## config.mk

```make
export PLATFORM = sky130hd
export DESIGN_NAME = ternary_cam_search_engine_flat
export DESIGN_NICKNAME = d
export VERILOG_FILES = /design/src/rtl/ternary_cam_search_engine_if.sv /design/src/rtl/ternary_cam_search_engine.sv /design/src/flat_wrapper.sv
export SDC_FILE = /design/constraint.sdc
export NUM_CORES = 1
export LEC_CHECK = 0
export CAP_MARGIN = 40
export CORE_UTILIZATION = 53
export DETAILED_ROUTE_END_ITERATION = 7
export HOLD_SLACK_MARGIN = 0.03
export PLACE_DENSITY = 0.8
export SYNTH_ARGS = -nofsm -noshare
export SYNTH_HDL_FRONTEND = slang
export SYNTH_SLANG_ARGS = --single-unit
```

## constraint.sdc

```tcl
create_clock -name clock -period 4.34 [get_ports clock]
set_input_delay 0.868 -clock clock [delete_from_list [all_inputs] [get_ports clock]]
set_output_delay 0.868 -clock clock [all_outputs]
set_load 0.005 [all_outputs]
```

## src/rtl/ternary_cam_search_engine_if.sv

```systemverilog
// ternary_cam_search_engine_if: command and search-result bundle for the TCAM engine.
interface ternary_cam_search_engine_if #(
    parameter int word_size    = 8,
    parameter int address_size = 4
);
    logic                         cmd_valid;
    logic [1:0]                   cmd_op;
    logic [address_size-1:0]      cmd_address;
    logic [word_size-1:0]         cmd_word;
    logic [word_size-1:0]         cmd_mask;
    logic                         result_valid;
    logic                         result_hit;
    logic [address_size-1:0]      result_address;
    logic [(1<<address_size)-1:0] result_match;
    logic [address_size:0]        result_count;
    modport master (
        output cmd_valid, cmd_op, cmd_address, cmd_word, cmd_mask,
        input  result_valid, result_hit, result_address, result_match, result_count
    );
    modport slave (
        input  cmd_valid, cmd_op, cmd_address, cmd_word, cmd_mask,
        output result_valid, result_hit, result_address, result_match, result_count
    );
endinterface

```

## src/rtl/ternary_cam_search_engine.sv

```systemverilog
// ternary_cam_search_engine: per-entry masked TCAM with a 2-stage search pipeline
// (register key, compare into match vector, then priority-encode and popcount).
module ternary_cam_search_engine #(
    parameter int word_size    = 8,
    parameter int address_size = 4
) (
    input logic clock,
    input logic reset,
    ternary_cam_search_engine_if.slave bus
);
    localparam int depth = 1 << address_size;
    typedef enum logic [1:0] {op_search = 2'b00, op_write = 2'b01, op_inval = 2'b10, op_inval_all = 2'b11} op_e;
    op_e op;
    logic [word_size-1:0] word_q [depth];
    logic [word_size-1:0] word_d [depth];
    logic [word_size-1:0] mask_q [depth];
    logic [word_size-1:0] mask_d [depth];
    logic [depth-1:0] valid_q, valid_d;
    logic [word_size-1:0] key_q, key_d, key_mask_q, key_mask_d;
    logic s0_valid_q, s0_valid_d, s1_valid_q, s1_valid_d;
    logic [depth-1:0] match_q, match_d;
    logic res_valid_q, res_valid_d, hit_q, hit_d;
    logic [address_size-1:0] addr_q, addr_d;
    logic [depth-1:0] res_match_q, res_match_d;
    logic [address_size:0] count_q, count_d;
    always_comb begin
        op = op_e'(bus.cmd_op);
        word_d = word_q;
        mask_d = mask_q;
        valid_d = valid_q;
        if (bus.cmd_valid && op == op_write) begin
            word_d[bus.cmd_address] = bus.cmd_word;
            mask_d[bus.cmd_address] = bus.cmd_mask;
            valid_d[bus.cmd_address] = 1'b1;
        end
        if (bus.cmd_valid && op == op_inval) valid_d[bus.cmd_address] = 1'b0;
        if (bus.cmd_valid && op == op_inval_all) valid_d = '0;
        s0_valid_d = bus.cmd_valid && op == op_search;
        key_d = s0_valid_d ? bus.cmd_word : key_q;
        key_mask_d = s0_valid_d ? bus.cmd_mask : key_mask_q;
        // Compare sees table state before this edge, so only earlier writes are visible.
        s1_valid_d = s0_valid_q;
        match_d = match_q;
        if (s0_valid_q)
            for (int i = 0; i < depth; i++)
                match_d[i] = valid_q[i] && &(mask_q[i] | key_mask_q | ~(word_q[i] ^ key_q));
        res_valid_d = s1_valid_q;
        hit_d = hit_q;
        addr_d = addr_q;
        res_match_d = res_match_q;
        count_d = count_q;
        if (s1_valid_q) begin
            hit_d = |match_q;
            res_match_d = match_q;
            addr_d = '0;
            count_d = '0;
            for (int i = depth - 1; i >= 0; i--)
                if (match_q[i]) addr_d = address_size'(i);
            for (int i = 0; i < depth; i++)
                count_d = count_d + (address_size + 1)'(match_q[i]);
        end
    end
    always_ff @(posedge clock) begin
        word_q <= word_d;
        mask_q <= mask_d;
    end
    always_ff @(posedge clock or negedge reset) begin
        if (!reset) begin
            valid_q <= '0;
            key_q <= '0;
            key_mask_q <= '0;
            s0_valid_q <= 1'b0;
            s1_valid_q <= 1'b0;
            match_q <= '0;
            res_valid_q <= 1'b0;
            hit_q <= 1'b0;
            addr_q <= '0;
            res_match_q <= '0;
            count_q <= '0;
        end else begin
            valid_q <= valid_d;
            key_q <= key_d;
            key_mask_q <= key_mask_d;
            s0_valid_q <= s0_valid_d;
            s1_valid_q <= s1_valid_d;
            match_q <= match_d;
            res_valid_q <= res_valid_d;
            hit_q <= hit_d;
            addr_q <= addr_d;
            res_match_q <= res_match_d;
            count_q <= count_d;
        end
    end
    assign bus.result_valid = res_valid_q;
    assign bus.result_hit = hit_q;
    assign bus.result_address = addr_q;
    assign bus.result_match = res_match_q;
    assign bus.result_count = count_q;
endmodule

```

## src/flat_wrapper.sv

```systemverilog
// flat-port wrapper written by rule: the top's interface ports become plain ports
module ternary_cam_search_engine_flat 
#(
    parameter int word_size    = 8,
    parameter int address_size = 4
)
  (clock, reset, bus_cmd_valid, bus_cmd_op, bus_cmd_address, bus_cmd_word, bus_cmd_mask, bus_result_valid, bus_result_hit, bus_result_address, bus_result_match, bus_result_count);
  ternary_cam_search_engine_if #(.word_size(word_size), .address_size(address_size)) bus_i ();
  input logic clock;
  input logic reset;
  input wire logic [$bits(bus_i.cmd_valid)-1:0] bus_cmd_valid;
  input wire logic [$bits(bus_i.cmd_op)-1:0] bus_cmd_op;
  input wire logic [$bits(bus_i.cmd_address)-1:0] bus_cmd_address;
  input wire logic [$bits(bus_i.cmd_word)-1:0] bus_cmd_word;
  input wire logic [$bits(bus_i.cmd_mask)-1:0] bus_cmd_mask;
  output wire logic [$bits(bus_i.result_valid)-1:0] bus_result_valid;
  output wire logic [$bits(bus_i.result_hit)-1:0] bus_result_hit;
  output wire logic [$bits(bus_i.result_address)-1:0] bus_result_address;
  output wire logic [$bits(bus_i.result_match)-1:0] bus_result_match;
  output wire logic [$bits(bus_i.result_count)-1:0] bus_result_count;
  assign bus_i.cmd_valid = bus_cmd_valid;
  assign bus_i.cmd_op = bus_cmd_op;
  assign bus_i.cmd_address = bus_cmd_address;
  assign bus_i.cmd_word = bus_cmd_word;
  assign bus_i.cmd_mask = bus_cmd_mask;
  assign bus_result_valid = bus_i.result_valid;
  assign bus_result_hit = bus_i.result_hit;
  assign bus_result_address = bus_i.result_address;
  assign bus_result_match = bus_i.result_match;
  assign bus_result_count = bus_i.result_count;
  ternary_cam_search_engine #(.word_size(word_size), .address_size(address_size)) u_core (.clock(clock), .reset(reset), .bus(bus_i));
endmodule
```

After elaboration in Yosys (flattened, before gate mapping)

Index checks and enable logic that the tools add are counted.

Bits in registers: 333
Bits of input ports: 25
Word-level logic and storage cells: 198

Add/sub/neg operators: 15
$lt $le $gt $ge: 4
Equality and inequality tests: 3
Multiplexer cells: 25
Bitwise gates (word level): 68
Reductions and logical operators: 40

Operators by type and width:

| operator                                                          | number |
|---|---|
| bitwise mux 128 bit                                               | 2 |
| bitwise OR 8 bit                                                  | 32 |
| inverter 8 bit                                                    | 16 |
| AND reduction 8 bit                                               | 16 |
| bitwise XOR 8 bit                                                 | 16 |
| adder 5 x 1 -> 5 bit                                              | 14 |
| 2-to-1 mux 4 bit                                                  | 16 |
| 2-to-1 mux 16 bit                                                 | 3 |
| demux 8 bit (select 4 bit)                                        | 1 |
| logical AND 1 bit                                                 | 22 |
| bitwise AND 16 bit                                                | 1 |
| inverter 16 bit                                                   | 1 |
| bitwise OR 16 bit                                                 | 1 |
| OR reduction 16 bit                                               | 1 |
| 2-to-1 mux 8 bit                                                  | 1 |
| greater-or-equal comparator 5 bit, second input constant          | 1 |
| less-than comparator 4 x 5 -> 1 bit, second input constant        | 1 |
| less-than comparator 5 x 1 -> 1 bit, second input constant        | 1 |
| inverter 4 -> 5 bit                                               | 1 |
| demux 1 bit (select 4 bit)                                        | 1 |
| == test 2 bit, second input constant                              | 2 |
| greater-or-equal comparator 4 x 1 -> 1 bit, second input constant | 1 |
| adder 1 x 1 -> 2 bit                                              | 1 |
| == test 2 x 1 -> 1 bit, second input constant                     | 1 |
| 2 further kinds                                                   | 2 |

Logic depth before layout (Yosys ltp)

Gate-level depths: netlist of run 1.

Word-level depth: 16
Mapped depth: 15

Worst setup path after synthesis of run 1

No wires, ideal clock.

Path type: register to register
Start point: register u_core.match_q[1]
End point: register u_core.count_q[2] (netlist: u_core.bus.result_count[2])
Library setup time: 0.125 ns
Arrival: 3.642 ns
Path slack: 0.573 ns
Stages on the path, launching flop included: 14
Path buffers: 0
Period minus slack after synthesis: 3.767 ns
Path through: dfrtp_1 -> inv_1 -> ha_1 -> inv_1 -> fa_1 -> fa_1 -> fa_1 -> fa_1 -> inv_1 -> fa_1 -> inv_1 -> fa_1 -> xnor2_1 -> mux2_2

Longest elaborated chain between the ends: 15

Ends and longest elaborated chain:

| item                                | RTL line                        | RTL |
|---|---|---|
| start, declared                     | ternary_cam_search_engine.sv:21 | `logic [depth-1:0] match_q, match_d;` |
| start signal, assigned              | ternary_cam_search_engine.sv:86 | `match_q <= match_d;` |
| adder 1 x 1 -> 2 bit                | ternary_cam_search_engine.sv:60 | `count_d = count_d + (address_size + 1)'(match_q[i]);` |
| adder 5 x 1 -> 5 bit (14 in series) | ternary_cam_search_engine.sv:60 |  |
| end signal, assigned                | ternary_cam_search_engine.sv:91 | `count_q <= count_d;` |
| end, declared                       | ternary_cam_search_engine.sv:25 | `logic [address_size:0] count_q, count_d;` |

No other way between the ends.
A chain may end at the register's enable or synchronous reset.

Final worst setup path of run 1

Ends and elaborated chain as after synthesis.

==> summary.txt, run 1 <==
Synthesis
  – Post-synthesis cell count: 913
  – Most common cell in the netlist: edfxtp_1
  – Unique masters post-synth: 43
  – Cells taking the most area after synthesis: edfxtp_1 56%, dfrtp_1 14%, xnor2_1 6.3%
  – Mapped Avg Cell Area: 14.9 um^2
  – Seq/Total Area, Yosys: 0.705
  – Top cells by instance count after synthesis: 256 x edfxtp_1, 98 x xnor2_1, 77 x dfrtp_1
  – Post-synth EDFFs: 256
  – Mapped Area: 13600 um^2
  – Ys flop type: edfxtp_1
  – Share of flip-flops with an asynchronous set or reset: 0.231
  – Number of synthesized register bits: 333
  – Yosys top cell area share: 0.564
  – Cell taking the most area after synthesis: edfxtp_1
  – Syn_nets: 955
  – Synth Warn #: 0

Clock network
  – CTS Hold Bufs: 0
  – CTS tree: done
  – Total CTS buffers: 34
  – Sink Count: 333
  – Post-CTS Resized: 0
  – Clock H-tree levels: 2
  – Clock Pin Slew Worst Setup and Hold Paths: 0.06 ns
  – Post-CTS Setup Bufs: 0
  – Clock Latency Late Sink: 0.50 ns
  – CTS Root Buffer Type: clkbuf_16
  – CTS max path bufs: 3

STA
  – Tmin final: 3.99 ns
  – Setup_tns: 0 ns
  – Final WS setup: 0.347 ns
  – Clock skew: 0.0150 ns
  – Pins Over Slew Limit: 0
  – Max-slew headroom: 0.456
  – Fin crit share: 0.920
  – Unrepaired setup endpoints after global routing: no
  – Worst-Margin Slew: 0.806 ns
  – Fin Hold WS: 0.436 ns
  – # setup viols final: 0
  – Final Hold Fails: 0
  – Fmax achieved: 250 MHz

Place
  – PortBufs: 51
  – Dpl hpwl: 19.2 mm
  – Gpl congestion: 0.933
  – Post-Place Setup Slack: 0.391 ns

Route
  – DRC: 0
  – Via/cell ratio: 5.93
  – DRT Pass-1 Iters: 6
  – DR WL/cell: 22.4 um
  – Initial DRC count: 1056
  – Vias: 7987
  – WL final: 30.2 mm
  – DRT antenna net count: 0

Die
  – Horiz. Die Dim: 162 um
  – I/O pins: 52
  – Die ar.: 26400 um^2
  – Core area: 25200 um^2
  – Row count: 58
  – Initial core utilization: 0.541
  – Die Ht: 162 um

Setup path
  – RR Endpoint: u_core.bus.result_count[2]
  – CP max stage cell: fa_1
  – Worst path required time: 4.72 ns
  – Worst reg-to-reg path cell count: 13
  – Worst-path fanout max: 5
  – Worst R2R Start: u_core.match_q[1]
  – R2R Setup Slk: 0.35 ns
  – Arr. time, crit path: 4.37 ns
  – CP peak stage delay: 0.51 ns
  – Most frequent CP cell: fa_1
  – Crit-path cells: inv_1 > ha_1 > inv_1 > fa_1 > fa_1 > fa_1 > fa_1 > inv_1 > fa_1 > inv_1 > fa_1 > xnor2_1 > mux2_2
  – Crit Path Class: register to register
  – Worst setup SP type: register
  – Crit end category: register

Power
  – Pwr per Cell Area: 472 nW/um^2
  – Maximum vdd drop: 0.448 mV
  – Leak: 5.50 nW
  – Overall Power: 0.00748 W

Global route
  – Grt ovf: 0
  – Antenna violations before repair: 0
  – First-pass GRT wire length: 45.7 mm
  – Met1 Use GR: 0.318
  – GRT Total Usage: 0.235
  – Largest net degree at the start of global routing: 55
  – GR Util met3: 0.0405
  – Most used routing layer: met2
  – Vias in the first global route: 7857
  – M2 GR Usage: 0.384

Job
  – Total of max-cap violations: 0

Layout
  – Net count, final: 1034
  – N_diodes: 0
  – P&R area growth vs syn: 16.1%
  – Layout filler cell count: 1755
  – Layout cell share with drive strength beyond 1: 0.121

Status
  – Status: complete, no violations

Min path
  – Worst hold path class: input port to async pin
## report_power, final
group | internal [W] | total, W | switching, W
Combinational | 0.000446 | 0.000911 | 0.000465
Sequential | 0.00354 | 0.00373 | 0.000198
Clock | 0.00169 | 0.00283 | 0.00114
## metrics by stage
step	util	std cells	instance area [um^2]
6_report	0.628	1348	15800
4_1_cts	0.628	1348	15800
5_1_grt	0.628	1348	15800
2_1_floorplan	-	913	13600
3_3_place_gp	0.576	1275	14500
3_5_place_dp	0.585	1286	14700
## cells in the final DEF (no fill, tap or decap), types with 2 or more instances in the layout
cell	instances
or4_1	16
a22oi_1	16
o21ai_0	22
clkinv_1	8
o31ai_1	16
fa_1	10
buf_8	3
nand2b_1	4
nor2b_1	7
o311ai_0	17
clkinv_2	5
dfrtp_1	77
xnor2_1	98
a21oi_1	43
nand2_1	10
bufinv_16	2
buf_16	6
nand3_1	3
buf_1	2
inv_1	33
o211ai_1	2
edfxtp_1	256
a31oi_1	5
clkdlybuf4s50_1	50
nor4_1	2
mux2_2	35
o32ai_1	17
nor3_1	66
ha_1	7
xor2_1	32
clkbuf_1	7
clkbuf_16	37
nor2_1	59
buf_4	30
## area by class of cell
| class | instances | area, um^2 | area share |
|---|---|---|---|
| sequential | 333 | 9610 | 0.608 |
| tap | 330 | 413 | 0.0261 |
| clock buffer | 45 | 966 | 0.0610 |
| clock inverter | 17 | 133 | 0.00838 |
| inverter | 33 | 124 | 0.00783 |
| multi-input combinational | 499 | 3630 | 0.230 |
| timing repair buffer | 91 | 943 | 0.0596 |
## kinds of logic (layout without fill, tap and decap cells)
family,Yosys count,in the layout,synth area share
flops,333,333,0.705
simple gates,172,172,0.0619
compound gates,144,144,0.0703
xor+xnor,130,130,0.0835
buf+inv,81,186,0.0283
mux,36,36,0.0296
fa+ha+maj,17,17,0.0211
## worst max path at each step
stage	from	to	slack, ns	cells past startpoint
floorplan	u_core.match_q[1]	u_core.bus.result_count[2]	0.57	13
global placement	u_core.match_q[1]	u_core.bus.result_count[2]	0.46	13
detailed placement	u_core.match_q[1]	u_core.bus.result_count[2]	0.39	13
CTS	u_core.match_q[1]	u_core.bus.result_count[2]	0.35	13
global route	u_core.match_q[1]	u_core.bus.result_count[2]	0.20	13
finish	u_core.match_q[1]	u_core.bus.result_count[2]	0.35	13
## sequential cells by signal (all words and copies together) (netlist names)
register,flops
u_core.mask_q,128
u_core.bus.result_valid,1
u_core.valid_q,16
u_core.bus.result_hit,1
u_core.bus.result_count,5
u_core.res_valid_d,1
u_core.match_q,16
u_core.word_q,128
u_core.key_q,8
u_core.bus.result_match,16
u_core.bus.result_address,4
u_core.s0_valid_q,1
u_core.key_mask_q,8
## worst max-delay path, delay by kind of cell, from the launching register on
family,cells,cell delay (ns)
buffers and inverters,4,0.28
muxes,1,0.26
xor gates and xnor gates,1,0.15
adders and majority gates,7,2.79
DFF,1,0.41
## routing by layer
| metal | up-vias | routed length, um |
|---|---|---|
| met5 | - | 0 |
| met4 | 0 | 962 |
| met3 | 59 | 2170 |
| met2 | 368 | 14800 |
| met1 | 4013 | 12300 |
| li1 | 3547 | - |
Power figures use the tool's default switching activity.
==> run 2: changes to the inputs <==
--- a/config.mk
+++ b/config.mk
@@ -8,7 +8,6 @@
 export CAP_MARGIN = 40
 export CORE_UTILIZATION = 53
 export DETAILED_ROUTE_END_ITERATION = 7
-export HOLD_SLACK_MARGIN = 0.03
 export PLACE_DENSITY = 0.8
 export SYNTH_ARGS = -nofsm -noshare
 export SYNTH_HDL_FRONTEND = slang
==> results of run 2 <==
Same layout as run 1: the final DEF is identical, and so are final timing and power.
==> run 3: changes to the inputs <==
==> constraint.sdc (replaced) <==
create_clock -name clock -period 4.8 [get_ports clock]
set_input_delay 0.96 -clock clock [delete_from_list [all_inputs] [get_ports clock]]
set_output_delay 0.96 -clock clock [all_outputs]
set_load 0.005 [all_outputs]
==> run 3 against run 2 <==
Compared with the run above: final area shrank 0.31%; sequential cell count unchanged; sequential power down 9.4%; wire length is 1.3% higher; register-to-register slack better by 0.47 ns; via count decreased by 0.65%; first-iteration DRC count fell by 14%; power fell by 9.4%; global-route usage rose by 0.61 points; sequential share of layout area rose by 0.19 points.
==> summary.txt, run 3 (synthesis results as in run 1) <==
Layout
  – Largest registers: u_core.mask_q: 128 flops, u_core.word_q: 128 flops
  – Net count, final: 1028
  – Layout cell share with drive strength beyond 1: 0.117
  – Most frequent cells in the layout: 256 x edfxtp_1, 98 x xnor2_1, 77 x dfrtp_1
  – P&R area growth vs syn: 15.7%
  – Most common cell after layout, fill and taps aside: edfxtp_1
  – N_diodes: 0
  – Layout filler cell count: 1766
  – Register area: 9610 um^2
  – Multi-input logic area: 3630 um^2

Route
  – WL final: 30.6 mm
  – Vias: 7935
  – DR WL/cell: 22.8 um
  – Via/cell ratio: 5.91
  – Initial DRC count: 909
  – DRT Pass-1 Iters: 5
  – DRT antenna net count: 0
  – DRC: 0

STA
  – Clock skew: 0.0107 ns
  – Fin crit share: 0.829
  – Fmax achieved: 251 MHz
  – Final Hold Fails: 0
  – Worst-Margin Slew: 0.910 ns
  – Tmin final: 3.98 ns
  – Unrepaired setup endpoints after global routing: no
  – # setup viols final: 0
  – Pins Over Slew Limit: 0
  – Setup_tns: 0 ns
  – Max-slew headroom: 0.385
  – Final WS setup: 0.820 ns

Place
  – Dpl hpwl: 19.0 mm
  – Post-Place Setup Slack: 0.830 ns
  – Gpl congestion: 0.935
  – PortBufs: 51

Power
  – Logic gate share of total power: 0.122
  – Pwr per Cell Area: 430 nW/um^2
  – Clock power share: 0.380
  – Total internal power: 0.00513 W
  – Switching Share: 0.243
  – Maximum vdd drop: 0.292 mV
  – Leak: 5.46 nW
  – Flop pwr share: 0.498
  – Net Switching: 0.00165 W

Clock network
  – Clock H-tree levels: 2
  – Post-CTS Setup Bufs: 0
  – Sink Count: 333
  – CTS Hold Bufs: 0
  – CTS max path bufs: 3
  – Post-CTS Resized: 0
  – Clock Latency Late Sink: 0.51 ns
  – Clock Pin Slew Worst Setup and Hold Paths: 0.06 ns
  – CTS tree: done
  – Total CTS buffers: 34
  – CTS Root Buffer Type: clkbuf_16

Global route
  – GRT Total Usage: 0.241
  – Largest net degree at the start of global routing: 61
  – Grt ovf: 0
  – Vias in the first global route: 7933
  – First-pass GRT wire length: 47.2 mm
  – Antenna violations before repair: 0

Die
  – Die Ht: 162 um
  – Horiz. Die Dim: 162 um
  – Initial core utilization: 0.541
  – I/O pins: 52
  – Row count: 58
  – Die ar.: 26400 um^2
  – Core area: 25200 um^2

Setup path
  – Worst-path fanout max: 5
  – Crit Path Class: register to register
  – Arr. time, crit path: 4.37 ns
  – Worst setup SP type: register
  – Crit end category: register
  – Worst path required time: 5.19 ns

Job
  – Total of max-cap violations: 0

Min path
  – Worst hold path class: register to register

Status
  – Status: complete, no violations
-- run 3: routing by layer --
metal  global-route usage  wire (um)
met2                0.395      15200
met5                    0          0
met1                0.338      12300
met3               0.0344       2370
met4               0.0665        650
-- run 3: area by class of cell --
type	count	share of cell area
tap	330	0.0262
timing repair buffer	85	0.0567
multi-input combinational	499	0.230
clock inverter	8	0.00436
clock buffer	54	0.0653
sequential	333	0.609
inverter	33	0.00785
-- run 3: power by group through the flow --
stage	logic, W	registers, W	clock network, W
final	0.000827	0.00338	0.00257
after global routing	0.000902	0.00339	0.00271
after CTS	0.000833	0.00338	0.00261
after detailed placement	0.000823	0.00343	0
after global placement	0.000653	0.00350	0
after floorplan	0.000579	0.00330	0
-- run 3: worst paths after layout --
kind                                    start                    endpoint  slack, ns  cells past startpoint
setup / recovery            u_core.match_q[1]  u_core.bus.result_count[2]       0.82                     13
hold / removal             u_core.res_valid_d     u_core.bus.result_valid       0.45                      0
setup reg to reg            u_core.match_q[1]  u_core.bus.result_count[2]       0.82                     13
hold reg to reg            u_core.res_valid_d     u_core.bus.result_valid       0.45                      0
max in group asynchronous               reset           u_core.valid_q[3]       3.44                      2
min in group asynchronous               reset             u_core.key_q[0]       0.56                      1
-- run 3: critical path, stage by stage (launching register included) --
cell,delay (ns)
dfrtp_1,0.41
inv_1,0.08
ha_1,0.27
inv_1,0.05
fa_1,0.51
fa_1,0.43
fa_1,0.51
fa_1,0.41
inv_1,0.08
fa_1,0.19
inv_1,0.07
fa_1,0.46
xnor2_1,0.14
mux2_2,0.25
-- run 3: metrics by stage --
step | std cells | instance area [um^2] | power [W] | hold WS [ns] | utilization
after floorplan | 913 | 13600 | 0.00388 | 0.394 | -
after global placement | 1271 | 14500 | 0.00415 | 0.441 | 0.575
after detailed placement | 1280 | 14700 | 0.00426 | 0.450 | 0.583
after CTS | 1342 | 15800 | 0.00681 | 0.463 | 0.627
after global routing | 1342 | 15800 | 0.00700 | 0.494 | 0.627
final | 1342 | 15800 | 0.00678 | 0.450 | 0.627
